==> src/rtl/rbm_batch_sequencer_pkg.sv <==
// rtl/rbm_batch_sequencer_pkg.sv - shared state encoding and sizing helper for the RBM batch sequencer
package rbm_batch_sequencer_pkg;

    typedef enum logic [2:0] {
        ST_IDLE = 3'd0,
        ST_RST  = 3'd1,
        ST_RUN  = 3'd2,
        ST_HOLD = 3'd3,
        ST_DONE = 3'd4
    } seq_state_t;

    // Counter width able to index 0..n-1, never narrower than one bit.
    function automatic int unsigned ptr_width(input int unsigned n);
        return (n > 1) ? $clog2(n) : 1;
    endfunction

endpackage

==> src/rtl/rbm_vec_buffer.sv <==
// rtl/rbm_vec_buffer.sv - circular input-vector RAM with pointers, occupancy and sticky overflow
module rbm_vec_buffer
    import rbm_batch_sequencer_pkg::*;
#(
    parameter int unsigned width = 48,
    parameter int unsigned depth = 8,
    localparam int unsigned PW = ptr_width(depth)
) (
    input  logic             clock,
    input  logic             reset,
    input  logic             wr_en,
    input  logic [width-1:0] wr_data,
    input  logic             wr_allow,
    input  logic             load_rd,
    input  logic             pop,
    input  logic             clear_ovf,
    output logic [width-1:0] rd_data,
    output logic [PW-1:0]    rd_ptr,
    output logic [PW:0]      count,
    output logic             empty,
    output logic             overflow
);

    logic [width-1:0] mem [depth];
    logic [PW-1:0]    wr_ptr;
    logic             full;
    logic             wr_ok;

    assign full    = (count == (PW+1)'(depth));
    assign empty   = (count == '0);
    assign wr_ok   = wr_en && wr_allow && !full;
    assign rd_data = mem[rd_ptr];

    // Storage is deliberately left out of reset.
    always_ff @(posedge clock) begin
        if (wr_ok) begin
            mem[wr_ptr] <= wr_data;
        end
    end

    always_ff @(posedge clock or negedge reset) begin
        if (!reset) begin
            wr_ptr   <= '0;
            rd_ptr   <= '0;
            count    <= '0;
            overflow <= 1'b0;
        end else begin
            if (wr_ok) begin
                wr_ptr <= wr_ptr + PW'(1);
            end
            // Oldest slot sits count entries behind the write pointer; depth is a power of two.
            if (load_rd) begin
                rd_ptr <= wr_ptr - count[PW-1:0];
            end else if (pop) begin
                rd_ptr <= rd_ptr + PW'(1);
            end
            case ({wr_ok, pop})
                2'b10:   count <= count + (PW+1)'(1);
                2'b01:   count <= count - (PW+1)'(1);
                default: count <= count;
            endcase
            if (wr_en && !wr_ok) begin
                overflow <= 1'b1;
            end else if (clear_ovf) begin
                overflow <= 1'b0;
            end
        end
    end

endmodule

==> src/rtl/rbm_batch_sequencer.sv <==
// rtl/rbm_batch_sequencer.sv - batch front-end running buffered vectors through the RBM core; RBM_TIMEOUT_EN adds a RUN watchdog
module rbm_batch_sequencer
    import rbm_batch_sequencer_pkg::*;
#(
    parameter int unsigned bitlength        = 12,
    parameter int unsigned input_dim        = 4,
    parameter int unsigned output_dim       = 2,
    parameter int unsigned batch_depth      = 8,
    parameter int unsigned rbm_reset_cycles = 3,
    parameter int unsigned timeout_cycles   = 4096,
    localparam int unsigned IW = input_dim * bitlength,
    localparam int unsigned OW = output_dim * bitlength,
    localparam int unsigned PW = ptr_width(batch_depth)
) (
    input  logic          clock,
    input  logic          reset,
    input  logic          vec_wr_en,
    input  logic [IW-1:0] vec_wr_data,
    input  logic          start,
    output logic          busy,
    output logic          done,
    output logic          overflow,
    output logic          rbm_reset,
    output logic          rbm_data_valid,
    output logic [IW-1:0] rbm_input_port,
    input  logic [OW-1:0] rbm_output_port,
    input  logic          rbm_finish,
    output logic          res_valid,
    input  logic          res_ready,
    output logic [OW-1:0] res_data,
    output logic [PW-1:0] res_index,
    output logic          timeout_err
);

    localparam int unsigned CW = ptr_width(rbm_reset_cycles);
    localparam logic [CW-1:0] RST_LAST = CW'(rbm_reset_cycles - 1);

    if (batch_depth < 2 || (batch_depth & (batch_depth - 1)) != 0 ||
        rbm_reset_cycles < 1 || timeout_cycles < 1) begin : g_bad_cfg
        $error("rbm_batch_sequencer: invalid parameter set");
    end

    seq_state_t    state, state_n;
    logic [CW-1:0] rst_cnt;
    logic          finish_q;
    logic          edge_q;
    logic          start_ok;
    logic          buf_load, buf_pop;
    logic          cap_ok, cap_err;
    logic [IW-1:0] buf_rd_data;
    logic [PW-1:0] buf_rd_ptr;
    logic [PW:0]   buf_count;
    logic          buf_empty;

`ifdef RBM_TIMEOUT_EN
    localparam int unsigned TW = ptr_width(timeout_cycles);
    localparam logic [TW-1:0] TO_LAST = TW'(timeout_cycles - 1);
    logic [TW-1:0] to_cnt;
`endif

    assign start_ok = start && (state == ST_IDLE);

    rbm_vec_buffer #(
        .width (IW),
        .depth (batch_depth)
    ) u_buf (
        .clock     (clock),
        .reset     (reset),
        .wr_en     (vec_wr_en),
        .wr_data   (vec_wr_data),
        .wr_allow  (state == ST_IDLE),
        .load_rd   (buf_load),
        .pop       (buf_pop),
        .clear_ovf (start_ok),
        .rd_data   (buf_rd_data),
        .rd_ptr    (buf_rd_ptr),
        .count     (buf_count),
        .empty     (buf_empty),
        .overflow  (overflow)
    );

    always_comb begin
        state_n  = state;
        buf_load = 1'b0;
        buf_pop  = 1'b0;
        cap_ok   = 1'b0;
        cap_err  = 1'b0;
        case (state)
            ST_IDLE: begin
                if (start) begin
                    state_n  = buf_empty ? ST_DONE : ST_RST;
                    buf_load = !buf_empty;
                end
            end
            ST_RST: begin
                if (rst_cnt == RST_LAST) begin
                    state_n = ST_RUN;
                end
            end
            ST_RUN: begin
                if (edge_q) begin
                    state_n = ST_HOLD;
                    cap_ok  = 1'b1;
                end
`ifdef RBM_TIMEOUT_EN
                else if (to_cnt == TO_LAST) begin
                    state_n = ST_HOLD;
                    cap_err = 1'b1;
                end
`endif
            end
            ST_HOLD: begin
                // res_valid is always high here, so ready alone completes the transfer.
                if (res_ready) begin
                    buf_pop = 1'b1;
                    state_n = (buf_count > (PW+1)'(1)) ? ST_RST : ST_DONE;
                end
            end
            ST_DONE: state_n = ST_IDLE;
            default: state_n = ST_IDLE;
        endcase
    end

    // Every external control is a flop loaded from the next state, so none can glitch.
    always_ff @(posedge clock or negedge reset) begin
        if (!reset) begin
            state          <= ST_IDLE;
            rst_cnt        <= '0;
            finish_q       <= 1'b0;
            edge_q         <= 1'b0;
            busy           <= 1'b0;
            done           <= 1'b0;
            rbm_reset      <= 1'b0;
            rbm_data_valid <= 1'b0;
            rbm_input_port <= '0;
            res_valid      <= 1'b0;
            res_data       <= '0;
            res_index      <= '0;
        end else begin
            state          <= state_n;
            rst_cnt        <= (state == ST_RST && state_n == ST_RST) ? rst_cnt + CW'(1) : '0;
            finish_q       <= rbm_finish;
            // Gated by RUN so a finish level carried in from before RUN is never taken as an edge.
            edge_q         <= (state == ST_RUN) && rbm_finish && !finish_q;
            busy           <= (state_n == ST_RST) || (state_n == ST_RUN) || (state_n == ST_HOLD);
            done           <= (state_n == ST_DONE);
            rbm_reset      <= (state_n == ST_RST);
            rbm_data_valid <= (state_n == ST_RUN);
            res_valid      <= (state_n == ST_HOLD);
            if (state == ST_RST) begin
                rbm_input_port <= buf_rd_data;
            end
            if (cap_ok) begin
                res_data  <= rbm_output_port;
                res_index <= buf_rd_ptr;
            end else if (cap_err) begin
                res_data  <= '1;
                res_index <= buf_rd_ptr;
            end
        end
    end

`ifdef RBM_TIMEOUT_EN
    always_ff @(posedge clock or negedge reset) begin
        if (!reset) begin
            to_cnt      <= '0;
            timeout_err <= 1'b0;
        end else begin
            to_cnt <= (state == ST_RUN && state_n == ST_RUN) ? to_cnt + TW'(1) : '0;
            if (cap_err) begin
                timeout_err <= 1'b1;
            end else if (start_ok) begin
                timeout_err <= 1'b0;
            end
        end
    end
`else
    assign timeout_err = 1'b0;
`endif

endmodule

==> config.mk <==
export PLATFORM = sky130hd
export DESIGN_NAME = rbm_batch_sequencer
export DESIGN_NICKNAME = d
export VERILOG_FILES = /design/src/rtl/rbm_batch_sequencer_pkg.sv /design/src/rtl/rbm_vec_buffer.sv /design/src/rtl/rbm_batch_sequencer.sv
export SDC_FILE = /design/constraint.sdc
export NUM_CORES = 1
export LEC_CHECK = 0
export ABC_CLOCK_PERIOD_IN_PS = 6700
export BUFFER_PORTS_ARGS = -buffer_cell sky130_fd_sc_hd__clkbuf_2
export CAP_MARGIN = 20
export CORE_MARGIN = 4
export CORE_UTILIZATION = 40
export DETAILED_ROUTE_END_ITERATION = 10
export PLACE_DENSITY = 0.65
export SETUP_SLACK_MARGIN = 0.1
export SKIP_LAST_GASP = 1
export SLEW_MARGIN = 40
export SYNTH_ARGS = -nofsm -noshare
export SYNTH_HDL_FRONTEND = slang
export SYNTH_SLANG_ARGS = --single-unit
==> constraint.sdc <==
create_clock -name clock -period 6.7 [get_ports clock]
set_clock_uncertainty 0.15 [all_clocks]
set_input_delay 0.67 -clock clock [delete_from_list [all_inputs] [get_ports clock]]
set_output_delay 0.67 -clock clock [all_outputs]
set_load 0.03 [all_outputs]
==> flow_results.org <==
** Timing
- Accumulated negative setup slack :: 0 ns
- Relative slew slack :: between 40% and 50%
- At the pin with the least slew margin, the transition time is 0.801 ns.
- Tcrit/Tclk final :: around half
- Setup repair after global routing left no endpoint under its margin.
- Fin crit period :: 3.24 ns
- Slew Viols, Final :: 0
- Total of endpoints with negative setup slack in the final report :: 0
- Hold Vio Cnt, Final :: 0
- Static timing analysis puts the maximum clock frequency at between 300 and 400 MHz.

** Synthesis
- When the netlist entered floorplanning its net count stood at 976.
- Of the synthesized area, sequential elements account for 76.7%.
- For this run, the number of Yosys warnings is 0.
- FF+latch count, synth :: roughly 480
- EDFF count, synth :: 384
- The synthesized netlist contains between 40 and 50 unique library cells.
- Syn Area/Cell :: approximately 20 µm²
- Of all flip-flops after synthesis, the portion carrying an async set or reset was between 20% and 30%.
- The mapped netlist covers approximately 18000 µm².
- Synthesis handed over a netlist of around 900 instances.
- Most frequently used flop master after synthesis :: edfxtp_1

** Critical path
- The critical path in this run is classified as flop to flop.
- Delay of the slowest cell on the worst path :: about 0.57 ns
- For this design, the slowest cell found on the critical path is buf_4.
- STA puts the critical path data arrival time at roughly 3.3 ns.
- Bufs and invs on worst path :: 2
- In this run the worst path has a maximum fanout of 32.
- The critical path goes through inv_1 > ha_1 > nand3b_1 > and3_1 > nand2_1 > nor2_4 > buf_4.
- Worst endpoint required time :: ~6.7 ns
- Family with the most delay on the worst path :: simple AND/OR/NAND/NOR gates
- The worst setup path is launched from a flop.
- Kind of end point of the critical path :: flop

** Floorplan
- Initial core utilization :: 40.9%
- Number of primary I/O pins :: between 150 and 200
- Core area :: between 40000 and 50000 µm²
- In this run the vertical extent of the chip is approximately 220 µm.
- The floorplan has between 70 and 80 rows.
- The die is about 220 µm wide.
- The die covers ~49000 µm².

** Layout
- Layout Area Growth over Synthesis :: 17.7%
- In the final layout, the share of cells above drive strength 1 is 35.4%.
- Cells fill approximately 48% of the core in the end.
- Layout net count :: 1163
- Final non-filler cell total :: roughly 1700

** Clocking
- Post-CTS Resized :: 0
- After clock tree synthesis, the clock-pin slew on the worst setup and hold paths is about 0.060 ns.
- The tree built by TritonCTS fans out to just under 500 sinks.
- Root buffer cell :: clkbuf_16
- CTS buffer count :: 50
- Clock tree buffer depth :: 3
- TritonCTS built the clock tree.
- Level count of the clock H-tree :: 2
- Post-CTS timing repair inserted 0 buffers for setup.
- Later-pin clock latency in the skew report :: approximately 0.57 ns

** Routing
- Avg Vias per Cell :: about 5
- Post-detailed-routing wire length :: between 30000 and 40000 µm
- For this block, the via count after detailed routing is approximately 8700.
- The routed design uses between 2000 and 2500 µm of met3 wire.
- In the final routing, the length of wire on met1 measures ~16000 µm.
- The first TritonRoute pass finished after 4 iterations.
- Detailed Route Iter0 Violations :: approximately 570
- Detail-routed net length per standard cell :: about 21 µm
- The count of nets left with antenna violations once routing finished came out at 0.
- After detailed routing, the met2 layer carries ~17000 µm of wire.
- Signal routing reaches up to met5.
- Number of design rule violations left after detail routing :: 0

** Global routing
- Total global-route track usage :: around 15%
- First-pass GRT wire length :: about 57000 µm
- Number of global-route vias before repair :: 9285
- The initial antenna violation count came to 5.
- Entering global routing, the biggest net connects 99 pins.
- Summed over all layers, the global routing overflow is 0.

** Run
- Max-capacitance violation count :: 0

** Pwr
- Power density over the cells :: between 400 and 500 nW/µm²
- Total Power Consumption :: roughly 0.0093 W
- Summed over all cells, the static leakage comes to just under 8 nW.
- The worst-case IR drop observed on VDD is just under 300 µV.

** Outcome
- The run finished with clean final reports.

** Placed design
- Detailed placement ended at an HPWL of between 20000 and 25000 µm.
- Routability-driven placement finished with a final weighted congestion of between 0.7 and 0.8.
- Count of input and output buffers :: 158
- # placed instances :: between 1500 and 2000

** Min path
- In this run the worst hold path is classified as input pin to flop.
-- worst reg2reg max path: stages, from the launching register on --
cell      delay, ns
dfrtp_1        0.47
inv_1          0.12
ha_1           0.27
nand3b_1       0.10
and3_1         0.31
nand2_1        0.28
nor2_4         0.56
buf_4          0.58
-- registers in the layout, indices dropped and copies added (netlist names), 2 cells and up --
register / count
res_index: 3
u_buf.rd_ptr: 3
u_buf.wr_ptr: 3
u_buf.count: 4
res_data: 24
u_buf.mem: 384
rst_cnt: 2
rbm_input_port: 48
state: 3
-- per-stage QoR --
step	instance area [µm²]	hold slack (ns)	setup slack, ns
after floorplan	18200	0.224	0.107
after global placement	19700	0.261	3.46
after detailed placement	19800	0.252	3.40
after CTS	21400	0.0406	3.38
after global routing	21500	0.0533	3.28
final	21500	0.0801	3.46
-- cells in the final DEF (no fill, tap or decap), types with 3 or more instances in the layout --
cell,synthesis,layout
buf_4,9,17
xnor2_1,7,7
ha_1,9,9
clkbuf_8,0,5
nor2_4,0,3
mux2i_1,50,50
clkinv_2,0,8
bufinv_16,0,4
edfxtp_1,384,384
clkbuf_1,16,12
dfrtp_4,0,3
clkbuf_16,0,51
nor3_2,1,4
clkinv_1,0,7
mux4_2,96,96
diode_2,0,3
inv_1,11,11
nor2_1,56,53
nand2_1,10,10
a21oi_1,52,52
nor3_1,7,3
clkbuf_2,0,157
dfrtp_1,98,95
mux2_2,27,27
-- worst paths after layout --
check	startpoint	end	slack, ns	cells past startpoint
hold reg to reg	finish_q	edge_q	0.27	1
setup reg to reg	u_buf.count[0]	u_buf.mem[6][46]	3.46	7
setup / recovery	u_buf.count[0]	u_buf.mem[6][46]	3.46	7
hold / removal	rbm_finish	finish_q	0.08	1
max in group asynchronous	reset	u_buf.rd_ptr[2]	4.83	3
min in group asynchronous	reset	busy	0.45	2
-- timing repair --
| action | 4_1_cts | 5_1_grt |
|---|---|---|
| hold buffers | 1 | 0 |
| setup endpoints to repair | 0 | 0 |
| endpoints found under the hold margin | 27 | 0 |
-- kinds of logic after synthesis --
family | share of synthesized area, %
AO/OA/AOI/OAI | 1.89
XOR/XNOR | 0.432
adder cells (fa/ha/maj) | 0.727
buffers and inverters | 1.50
flip-flops | 76.7
multiplexers | 16.3
other | 0.0206
AND/OR/NAND/NOR | 2.46
-- where the power goes --
group / switching, W / internal [W]
clock: 0.00110 / 0.00161
combinational: 0.00150 / 0.00109
sequential: 0.000329 / 0.00370
-- area by class of cell --
class / instances / area [µm²]
clock inverters: 25 / 236
inverters: 11 / 41.3
fillers: 3630 / 23100
repair buffers: 180 / 1010
well taps: 592 / 741
flip-flops and latches: 482 / 14000
clock buffers: 68 / 1390
diodes: 3 / 7.51
multi-input cells: 350 / 4040
-- synthesized netlist by cell type, types with 2 or more instances --
cell type    n  area, µm²
edfxtp_1   384      11500
dfrtp_1     98       2450
mux4_2      96       2160
nor2_1      56        210
a21oi_1     52        260
mux2i_1     50        500
mux2_2      27        304
buf_2       17       85.1
clkbuf_1    16       60.1
inv_1       11       41.3
nand2_1     10       37.5
buf_4        9       67.6
ha_1         9        113
nor3_1       7       35.0
xnor2_1      7       61.3
nor3b_1      3       22.5
buf_1        2       7.51
nand2b_1     2       12.5
nand3b_1     2       15.0
nand4b_1     2       17.5
o21ai_0      2       10.0
o22ai_1      2       12.5
or2_2        2       12.5
xor2_1       2       17.5
-- metal layers --
metal	global-route usage, %	vias to the layer above
li1	-	3912
met1	20.9	4460
met2	23.8	239
met3	3.46	50
met4	3.72	4
met5	0	-
Power figures use the tool's default switching activity.
